File: config.mk
export PLATFORM = sky130hd
export DESIGN_NAME = video_timing_gen
export DESIGN_NICKNAME = d
export VERILOG_FILES = /design/src/rtl/video_timing_gen.sv
export SDC_FILE = /design/constraint.sdc
export NUM_CORES = 1
export LEC_CHECK = 0
export CORE_ASPECT_RATIO = 2
export CORE_UTILIZATION = 43
export CTS_BUF_LIST = sky130_fd_sc_hd__clkbuf_4 sky130_fd_sc_hd__clkbuf_8 sky130_fd_sc_hd__clkbuf_16
export DETAILED_ROUTE_END_ITERATION = 10
export PLACE_DENSITY = 0.71
export SETUP_SLACK_MARGIN = 0.5
export SYNTH_ARGS = -nofsm -noshare
export SYNTH_HDL_FRONTEND = slang
export SYNTH_SLANG_ARGS = --single-unit
export TNS_END_PERCENT = 1
File: constraint.sdc
create_clock -name clk -period 8.6 [get_ports clk]
set_input_delay 1.29 -clock clk [delete_from_list [all_inputs] [get_ports clk]]
set_output_delay 1.29 -clock clk [all_outputs]
set_load 0.1 [all_outputs]
File: src/rtl/video_timing_gen.sv
// video_timing_gen: runtime-reconfigurable raster timing generator.
// Produces hs/vs/de, active-area coordinates and sof/eol strobes from a
// pixel/line counter pair. New timing is captured into a shadow register set
// and swapped into the live set only at the last pixel of a frame.
// Optional feature: define VTG_PATTERN_EN to add a 24-bit colour-bar output
// 'rgb' aligned with de. Without the macro there is no rgb port and no
// pattern logic.
module video_timing_gen #(
    parameter int W        = 12,
    parameter int DEF_HA   = 640,
    parameter int DEF_HFP  = 16,
    parameter int DEF_HS   = 96,
    parameter int DEF_HBP  = 48,
    parameter int DEF_VA   = 480,
    parameter int DEF_VFP  = 10,
    parameter int DEF_VS   = 2,
    parameter int DEF_VBP  = 33,
    parameter bit DEF_HPOL = 1'b0,
    parameter bit DEF_VPOL = 1'b0
`ifdef VTG_PATTERN_EN
    ,
    parameter int BAR_SH   = 4
`endif
) (
    input  logic         clk,
    input  logic         rst,
    input  logic         en,
    input  logic [W-1:0] cfg_ha,
    input  logic [W-1:0] cfg_hfp,
    input  logic [W-1:0] cfg_hs,
    input  logic [W-1:0] cfg_hbp,
    input  logic [W-1:0] cfg_va,
    input  logic [W-1:0] cfg_vfp,
    input  logic [W-1:0] cfg_vs,
    input  logic [W-1:0] cfg_vbp,
    input  logic         cfg_hpol,
    input  logic         cfg_vpol,
    input  logic         cfg_load,
    output logic         cfg_busy,
    output logic         hs,
    output logic         vs,
    output logic         de,
    output logic [W-1:0] x,
    output logic [W-1:0] y,
    output logic         sof,
    output logic         eol
`ifdef VTG_PATTERN_EN
    ,
    output logic [23:0]  rgb
`endif
);

    typedef struct packed {
        logic [W-1:0] ha;
        logic [W-1:0] hfp;
        logic [W-1:0] hs;
        logic [W-1:0] hbp;
        logic [W-1:0] va;
        logic [W-1:0] vfp;
        logic [W-1:0] vs;
        logic [W-1:0] vbp;
        logic         hpol;
        logic         vpol;
    } timing_t;

    localparam timing_t DEF_T = '{
        ha:   W'(DEF_HA),  hfp: W'(DEF_HFP), hs: W'(DEF_HS), hbp: W'(DEF_HBP),
        va:   W'(DEF_VA),  vfp: W'(DEF_VFP), vs: W'(DEF_VS), vbp: W'(DEF_VBP),
        hpol: DEF_HPOL,    vpol: DEF_VPOL
    };

    localparam logic [W+1:0] ONE_X = (W+2)'(1);
    localparam logic [W-1:0] ONE_W = W'(1);
    localparam logic [W+1:0] MAX_X = {2'b00, {W{1'b1}}};

    // Zero-length regions are not allowed, so a zero field becomes 1.
    function automatic logic [W-1:0] nonZero(input logic [W-1:0] v);
        return (v == '0) ? ONE_W : v;
    endfunction

    // Widen a field so region sums cannot wrap.
    function automatic logic [W+1:0] ext(input logic [W-1:0] v);
        return {2'b00, v};
    endfunction

    timing_t      liveQ, liveD, shadowQ, shadowD, capT;
    logic         busyQ, busyD;
    logic [W-1:0] hcQ, hcD, vcQ, vcD;
    logic         hsQ, hsD, vsQ, vsD, deQ, deD, sofQ, sofD, eolQ, eolD;
    logic [W-1:0] xQ, xD, yQ, yD;

    logic [W+1:0] capHt, capVt, liveHt, liveVt, hcX, vcX;
    logic [W+1:0] hsStart, hsStop, vsStart, vsStop;
    logic         capOk, lineEnd, frameEnd, inActive, inHsync, inVsync;
    logic         atSof, atEol;

    // Sanitise the incoming configuration before it can reach the shadow set.
    always_comb begin
        capT      = DEF_T;
        capT.ha   = nonZero(cfg_ha);
        capT.hfp  = nonZero(cfg_hfp);
        capT.hs   = nonZero(cfg_hs);
        capT.hbp  = nonZero(cfg_hbp);
        capT.va   = nonZero(cfg_va);
        capT.vfp  = nonZero(cfg_vfp);
        capT.vs   = nonZero(cfg_vs);
        capT.vbp  = nonZero(cfg_vbp);
        capT.hpol = cfg_hpol;
        capT.vpol = cfg_vpol;
    end

    assign capHt  = ext(capT.ha) + ext(capT.hfp) + ext(capT.hs) + ext(capT.hbp);
    assign capVt  = ext(capT.va) + ext(capT.vfp) + ext(capT.vs) + ext(capT.vbp);
    assign capOk  = (capHt <= MAX_X) && (capVt <= MAX_X);

    assign liveHt = ext(liveQ.ha) + ext(liveQ.hfp) + ext(liveQ.hs) + ext(liveQ.hbp);
    assign liveVt = ext(liveQ.va) + ext(liveQ.vfp) + ext(liveQ.vs) + ext(liveQ.vbp);

    assign hcX      = ext(hcQ);
    assign vcX      = ext(vcQ);
    assign lineEnd  = (hcX == liveHt - ONE_X);
    assign frameEnd = lineEnd && (vcX == liveVt - ONE_X);

    assign hsStart  = ext(liveQ.ha) + ext(liveQ.hfp);
    assign hsStop   = hsStart + ext(liveQ.hs);
    assign vsStart  = ext(liveQ.va) + ext(liveQ.vfp);
    assign vsStop   = vsStart + ext(liveQ.vs);

    assign inActive = (hcX < ext(liveQ.ha)) && (vcX < ext(liveQ.va));
    assign inHsync  = (hcX >= hsStart) && (hcX < hsStop);
    assign inVsync  = (vcX >= vsStart) && (vcX < vsStop);
    assign atSof    = (hcQ == '0) && (vcQ == '0);
    assign atEol    = (hcX == ext(liveQ.ha) - ONE_X) && (vcX < ext(liveQ.va));

    // Advance the raster, decode outputs and handle shadow capture/apply.
    always_comb begin
        hcD     = hcQ;
        vcD     = vcQ;
        liveD   = liveQ;
        shadowD = shadowQ;
        busyD   = busyQ;
        hsD     = hsQ;
        vsD     = vsQ;
        deD     = deQ;
        xD      = xQ;
        yD      = yQ;
        sofD    = sofQ;
        eolD    = eolQ;
        if (en) begin
            deD  = inActive;
            xD   = inActive ? hcQ : '0;
            yD   = inActive ? vcQ : '0;
            hsD  = inHsync ? liveQ.hpol : ~liveQ.hpol;
            vsD  = inVsync ? liveQ.vpol : ~liveQ.vpol;
            sofD = atSof;
            eolD = atEol;
            if (lineEnd) begin
                hcD = '0;
                vcD = frameEnd ? '0 : vcQ + ONE_W;
            end else begin
                hcD = hcQ + ONE_W;
            end
            if (busyQ && frameEnd) begin
                liveD = shadowQ;
                busyD = 1'b0;
            end
        end
        if (cfg_load && capOk) begin
            shadowD = capT;
            busyD   = 1'b1;
        end
    end

    // Raster state, timing sets and registered outputs.
    always_ff @(posedge clk or posedge rst) begin
        if (rst) begin
            hcQ     <= '0;
            vcQ     <= '0;
            liveQ   <= DEF_T;
            shadowQ <= DEF_T;
            busyQ   <= 1'b0;
            hsQ     <= ~DEF_T.hpol;
            vsQ     <= ~DEF_T.vpol;
            deQ     <= 1'b0;
            xQ      <= '0;
            yQ      <= '0;
            sofQ    <= 1'b0;
            eolQ    <= 1'b0;
        end else begin
            hcQ     <= hcD;
            vcQ     <= vcD;
            liveQ   <= liveD;
            shadowQ <= shadowD;
            busyQ   <= busyD;
            hsQ     <= hsD;
            vsQ     <= vsD;
            deQ     <= deD;
            xQ      <= xD;
            yQ      <= yD;
            sofQ    <= sofD;
            eolQ    <= eolD;
        end
    end

    assign cfg_busy = busyQ;
    assign hs       = hsQ;
    assign vs       = vsQ;
    assign de       = deQ;
    assign x        = xQ;
    assign y        = yQ;
    assign sof      = sofQ;
    assign eol      = eolQ;

`ifdef VTG_PATTERN_EN
    logic [23:0] rgbQ, rgbD;
    logic [2:0]  bar;

    assign bar = hcQ[BAR_SH+2:BAR_SH];

    // Colour bars derived from the current pixel, same latency as de.
    always_comb begin
        rgbD = rgbQ;
        if (en) begin
            rgbD = inActive ? {{8{bar[2]}}, {8{bar[1]}}, {8{bar[0]}}} : 24'h0;
        end
    end

    // Pattern output register.
    always_ff @(posedge clk or posedge rst) begin
        if (rst) begin
            rgbQ <= '0;
        end else begin
            rgbQ <= rgbD;
        end
    end

    assign rgb = rgbQ;
`endif

endmodule

# ---- Word level (Yosys, flattened, before mapping)
# Cells that the tools add are included.
dict set report word_totals {
  register_bits 250
  input_bits 102
  output_inout_bits 30
}
dict set report op_classes {
  n_addsub 17
  magnitude_cmp 8
  n_eq_ne 3
  mux 17
  bitwise_logic 2
  reduce_logical 24
}
# op n
set op_table {}
lappend op_table {{12-bit 2-to-1 mux} 12}
lappend op_table {{12-bit logical NOT} 10}
lappend op_table {{13-bit by 12-bit adder with 14-bit output} 4}
lappend op_table {{14-bit by 12-bit adder with 14-bit output} 4}
lappend op_table {{12-bit by 12-bit adder with 13-bit output} 4}
lappend op_table {{12-bit by 14-bit == test with 1-bit output} 3}
lappend op_table {{14-bit by 12-bit <= comparator with 1-bit output, second input constant} 2}
lappend op_table {{12-bit by 14-bit < comparator with 1-bit output} 2}
lappend op_table {{14-bit by 1-bit subtractor with 14-bit output, second input constant} 2}
lappend op_table {{12-bit by 13-bit >= comparator with 1-bit output} 2}
lappend op_table {{12-bit by 1-bit adder with 12-bit output, second input constant} 2}
lappend op_table {{12-bit < comparator} 2}
lappend op_table {{12-bit by 1-bit subtractor with 13-bit output, second input constant} 1}
lappend op_table {{1-bit logical AND} 9}
lappend op_table {{2-bit AND reduction} 3}
lappend op_table {{1-bit 2-to-1 mux} 5}
lappend op_table {{2-bit nonzero test} 2}
lappend op_table {{1-bit NOT} 2}

# ---- Depth between registers and ports, before layout
dict set report depth {
  depth_word 10
  mapped_depth 29
  depth_no_buf 26
}

# ---- Worst setup path before layout
# No wires, ideal clock.
dict set report synth_path {
  path_type {reg2reg}
  startpoint {register liveQ[86] in the netlist's numbering}
  endpoint {register liveQ[11] in the netlist's numbering}
  arrival_time_ns 5.932
  t_required_ns 8.472
  setup_slack_ns 2.541
  path_stages_with_launch 27
  n_path_buf 3
  period_less_slack_ns 6.059
  cell_sequence {dfrtp_1 -> ha_1 -> inv_1 -> fa_1 -> xnor2_1 -> ha_1 -> nor2b_1 -> o21ai_0 -> a21boi_0 -> o21a_1 -> nor3_1 -> o31a_1 -> xor2_1 -> ha_1 -> inv_1 -> ha_1 -> clkbuf_1 -> a21o_1 -> a2111o_1 -> or3_1 -> a2111oi_2 -> nand4_1 -> nor4_4 -> nand4_4 -> buf_6 -> buf_6 -> mux2_1}
}
dict set report synth_via {
  elab_chain_len 8
}
# item line_no
set synth_lines {}
lappend synth_lines {{from (decl)} 86} ;# timing_t liveQ, liveD, shadowQ, shadowD, capT;
lappend synth_lines {{from (signal assigned)} 192} ;# liveQ <= liveD;
lappend synth_lines {{12-bit by 12-bit adder with 13-bit output} 116} ;# assign liveHt = ext(liveQ.ha) + ext(liveQ.hfp) + ext(liveQ.hs) + ext(liveQ.hbp);
lappend synth_lines {{13-bit by 12-bit adder with 14-bit output} 116}
lappend synth_lines {{14-bit by 12-bit adder with 14-bit output} 116}
lappend synth_lines {{14-bit by 1-bit subtractor with 14-bit output} 121} ;# assign lineEnd = (hcX == liveHt - ONE_X);
lappend synth_lines {{12-bit by 14-bit == test with 1-bit output} 121}
lappend synth_lines {{1-bit logical AND} 122} ;# assign frameEnd = lineEnd && (vcX == liveVt - ONE_X);
lappend synth_lines {{1-bit logical AND} 163} ;# if (busyQ && frameEnd) begin
lappend synth_lines {{2-bit AND reduction (no source line)} --}
# No other way between the ends.
# A chain may end at the register's enable or synchronous reset.

# ---- Final worst setup path
dict set report layout_path {
  startpoint {register liveQ[86] in the netlist's numbering}
  endpoint {register liveQ[70] in the netlist's numbering}
}
# Same word-level chain as after synthesis.

==> run_results.csv <==
group,metric,value,unit
timing,tightest_slew,1.17,ns
logic_synthesis,synthFlopType,"dfrtp_1",
power_and_ir_drop,power_leakage,9.61,nW
placed_design,gp_congestion,0.991,
hold_path,min_from,"shadowQ[11]$_DFFE_PP0P_",
timing,rsz0062_at_grt,"no",
global_routing,grt_max_degree,156,
logic_synthesis,syn-cell-area,18400,um^2
placed_design,placed_area,20100,um^2
cts,clk_latency,0.54,ns
cts,numCtsBuffers,23,
cts,cts-resized-gates,0,
hold_path,min_path_cells,1,
setup_path,r2r-end,"liveQ[70]$_DFFE_PP0P_",
cts,cts_sinks,250,
setup_path,start_kind,"flip-flop",
logic_synthesis,synth.avg_cell_area,10.1,um^2
floorplan,dieArea,43700,um^2
global_routing,first_global_vias,14900,
cts,cts_tree,"built",
floorplan,io_pins,132,
setup_path,ff2ff_setup_slack,1.09,ns
placed_design,portBuffers,131,
run_status,status,"finished clean",
logic_synthesis,synth-seq-cells,250,
placed_design,place_ws,1.10,ns
global_routing,antenna_found_initial,1,
power_and_ir_drop,ir_drop,0.153,mV
global_routing,gr-usage-all-layers,24.4,%
floorplan,die_h,295,um
power_and_ir_drop,p_seq_share,45.3,%
cts,postCtsHoldBufs,0,
power_and_ir_drop,combPwrFrac,26.5,%
logic_synthesis,synth_edf_count,0,
power_and_ir_drop,p_sw,1.20,mW
cells_and_area,n_fill_cell,3796,
routing,drtAntennaViolNets,0,
setup_path,crit_required,9.01,ns
setup_path,crit_top_cell,"xnor2_1",
timing,max_freq,133,MHz
cts,cts-root-buf,"clkbuf_16",
routing,drt_wl_total,52200,um
global_routing,grt_overflow_total,0,
cells_and_area,area_growth_syn_to_layout,13.3,%
routing,num_vias,13900,
power_and_ir_drop,switching_share,32.4,%
logic_synthesis,synth_seq_area_share,34.2,%
routing,post-route-drc-count,0,
floorplan,coreArea,42000,um^2
setup_path,cp_slowest_cell,"nor4_4",
setup_path,cp_slowest_stage_delay,0.71,ns
timing,slew_violations,0,
cells_and_area,fin_area,20900,um^2
routing,routed_via_density,5.68,
routing,drt_iter0_drc,627,
cts,h-tree-depth,1,
routing,dr.pass1.iters,5,
logic_synthesis,synth_nets,2179,
floorplan,die_w,148,um
setup_path,cp_max_fo,47,
timing,setup-tns-final,0,ns
floorplan,start_util,43.8,%
power_and_ir_drop,power_density,177,nW/um^2
flow_run,drv_cap,0,
cells_and_area,drive_above_1_share,15.5,%
logic_synthesis,syn_inst,1829,
setup_path,crit_type,"reg2reg",
cells_and_area,final_nets,2245,
setup_path,r2r-start,"liveQ[86]$_DFFE_PP0P_",
placed_design,dp.final_hpwl,42600,um
timing,hold_viol,0,
timing,fin_crit_sh,87.4,%
power_and_ir_drop,clkPwrFrac,28.2,%
cts,path_clk_slew,0.07,ns
cts,cts_buffer_depth,3,
logic_synthesis,async_reset_ff_share,100,%
cts,cts_setup_buffers,0,
floorplan,rows,106,
setup_path,crit_chain,"ha_1, inv_1, fa_1, nor2b_1, o31a_1, o211ai_1, nand2_1, a21oi_1, xnor2_1, ha_1, and2_1, a311oi_1, xnor2_1, xnor2_1, ha_1, xnor2_1, a2111o_1, or3_1, a2111oi_2, nand4_1, nor4_4, nand4_4, buf_4, mux2_2",
timing,fin_skew,0.0162,ns
timing,fin_crit,7.51,ns
routing,wl_per_cell,21.3,um
timing,slew_headroom,22.2,%
hold_path,min_path_type,"reg2reg",
timing,setup_slack,1.09,ns
setup_path,rr_worst_depth,24,
setup_path,worst_setup_path_end_kind,"flip-flop",
timing,setup-violations-final,0,
power_and_ir_drop,internal_power,2.50,mW
hold_path,min_to,"liveQ[11]$_DFFE_PP0P_",
logic_synthesis,synth_cell_types,69,
setup_path,worst-endpoint-arrival,7.93,ns
global_routing,grt_pass1_wl,80000,um
logic_synthesis,ys_warn_count,0,
per-stage QoR:
step | power (mW) | hold WS (ns) | cells | utilization, %
6_report | 3.70 | 0.477 | 2454 | 49.6
5_1_grt | 3.88 | 0.508 | 2452 | 49.6
4_1_cts | 3.73 | 0.485 | 2452 | 49.6
3_5_place_dp | 2.67 | 0.470 | 2410 | 47.8
3_3_place_gp | 2.62 | 0.462 | 2410 | 47.8
2_1_floorplan | 2.29 | 0.452 | 1829 | -
cell type report:
type,count,area (um^2),share of cell area (%)
flip-flops and latches,250,6300,30.2
clock inverters,12,115,0.552
inverters,270,1020,4.88
clock buffers,30,647,3.10
multi-input cells,1208,10700,51.3
diodes,2,5.00,0.0240
well taps,540,676,3.24
repair buffers,142,1400,6.72
routing by layer:
metal	track usage, %	wire length [um]
met5	0	11
met4	22.4	5210
met3	2.51	1670
met2	48.1	29400
met1	20.8	15900
cell usage after synthesis, drive strengths merged (13+ instances only):
cell type	count	share of area, %
o21a	16	0.65
nor2b	18	0.61
dfrtp	216	29
dfstp	34	4.9
a21o	31	1.3
nor4	38	1.4
inv	269	5.5
a31oi	16	0.54
mux2i	15	0.82
nand4	20	0.76
o21ai	51	1.4
clkbuf	90	1.8
a211oi	13	0.53
xor2	33	1.6
o211ai	14	0.57
fa	54	5.9
ha	194	13
xnor2	66	3.1
nand3	31	0.84
nand2	63	1.3
nor2	69	1.4
nor3	48	1.3
mux2	191	12
a21oi	60	1.6
o32ai	25	1.2
worst max-delay path: cells and delay by family, from the launching register on:
kind                     cells  cell delay, ns
adder cells (fa/ha/maj)      4            1.28
AND/OR/NAND/NOR              7            2.35
flip-flops                   1            0.42
XOR/XNOR                     4            0.81
AO/OA/AOI/OAI                6            1.61
multiplexers                 1            0.35
buffers and inverters        2            0.53
how the worst max path moves through the flow:
stage | endpoint | from | slack (ns)
after floorplan | liveQ[11]$_DFFE_PP0P_ | liveQ[86]$_DFFE_PP0P_ | 2.54
after detailed placement | liveQ[77]$_DFFE_PP0P_ | liveQ[86]$_DFFE_PP0P_ | 1.10
after global placement | liveQ[57]$_DFFE_PP0P_ | liveQ[87]$_DFFE_PP0P_ | 1.30
after global routing | liveQ[70]$_DFFE_PP0P_ | liveQ[86]$_DFFE_PP0P_ | 0.59
final | liveQ[70]$_DFFE_PP0P_ | liveQ[86]$_DFFE_PP0P_ | 1.09
after CTS | liveQ[70]$_DFFE_PP0P_ | liveQ[86]$_DFFE_PP0P_ | 1.06
cell usage in the layout, fill, tap and decap left out, types with 6 or more instances in the layout:
cell	synthesis	routed
ha_1	194	194
or2_2	6	6
a21oi_1	60	59
xor2_1	33	33
nand2b_1	11	11
o211ai_1	14	14
and2_1	11	11
o21ai_0	51	51
nor4_1	37	37
a21o_1	31	31
nor2b_1	18	18
clkbuf_16	0	23
mux2i_1	15	15
and3_1	11	11
fa_1	54	54
nor2_1	69	69
o32ai_1	25	25
mux2_4	15	15
a211oi_1	13	13
o31ai_1	6	6
o2111ai_1	8	8
xnor2_1	66	66
nand3_1	31	31
o31a_1	7	7
dfrtp_1	216	216
mux2_2	173	173
a31oi_1	16	16
nand2_1	63	63
clkdlybuf4s50_1	0	130
o21a_1	16	16
nor3_1	48	48
dfstp_2	34	34
inv_1	269	268
nand4_1	19	19
buf_4	0	10
power groups by stage:
stage / Combinational, mW / Clock, mW / Sequential (mW)
after floorplan: 0.692 / 0 / 1.60
after global placement: 0.940 / 0 / 1.68
after detailed placement: 0.979 / 0 / 1.70
after CTS: 0.986 / 1.07 / 1.67
final: 0.981 / 1.04 / 1.67
after global routing: 1.08 / 1.11 / 1.69
kinds of logic after synthesis:
family | share of synthesized area (%)
fa+ha+maj | 19.1
flops | 34.2
simple gates | 9.96
buf+inv | 7.70
xor+xnor | 4.71
mux | 12.8
compound gates | 11.5
registers in the layout (all words and copies together) (netlist names):
| signal | cells |
|---|---|
| hcQ | 12 |
| y | 12 |
| liveQ | 98 |
| shadowQ | 98 |
| hs | 1 |
| vcQ | 12 |
| sof | 1 |
| x | 12 |
| cfg_busy | 1 |
| eol | 1 |
| vs | 1 |
| de | 1 |
(Power assumes the default switching activity.)
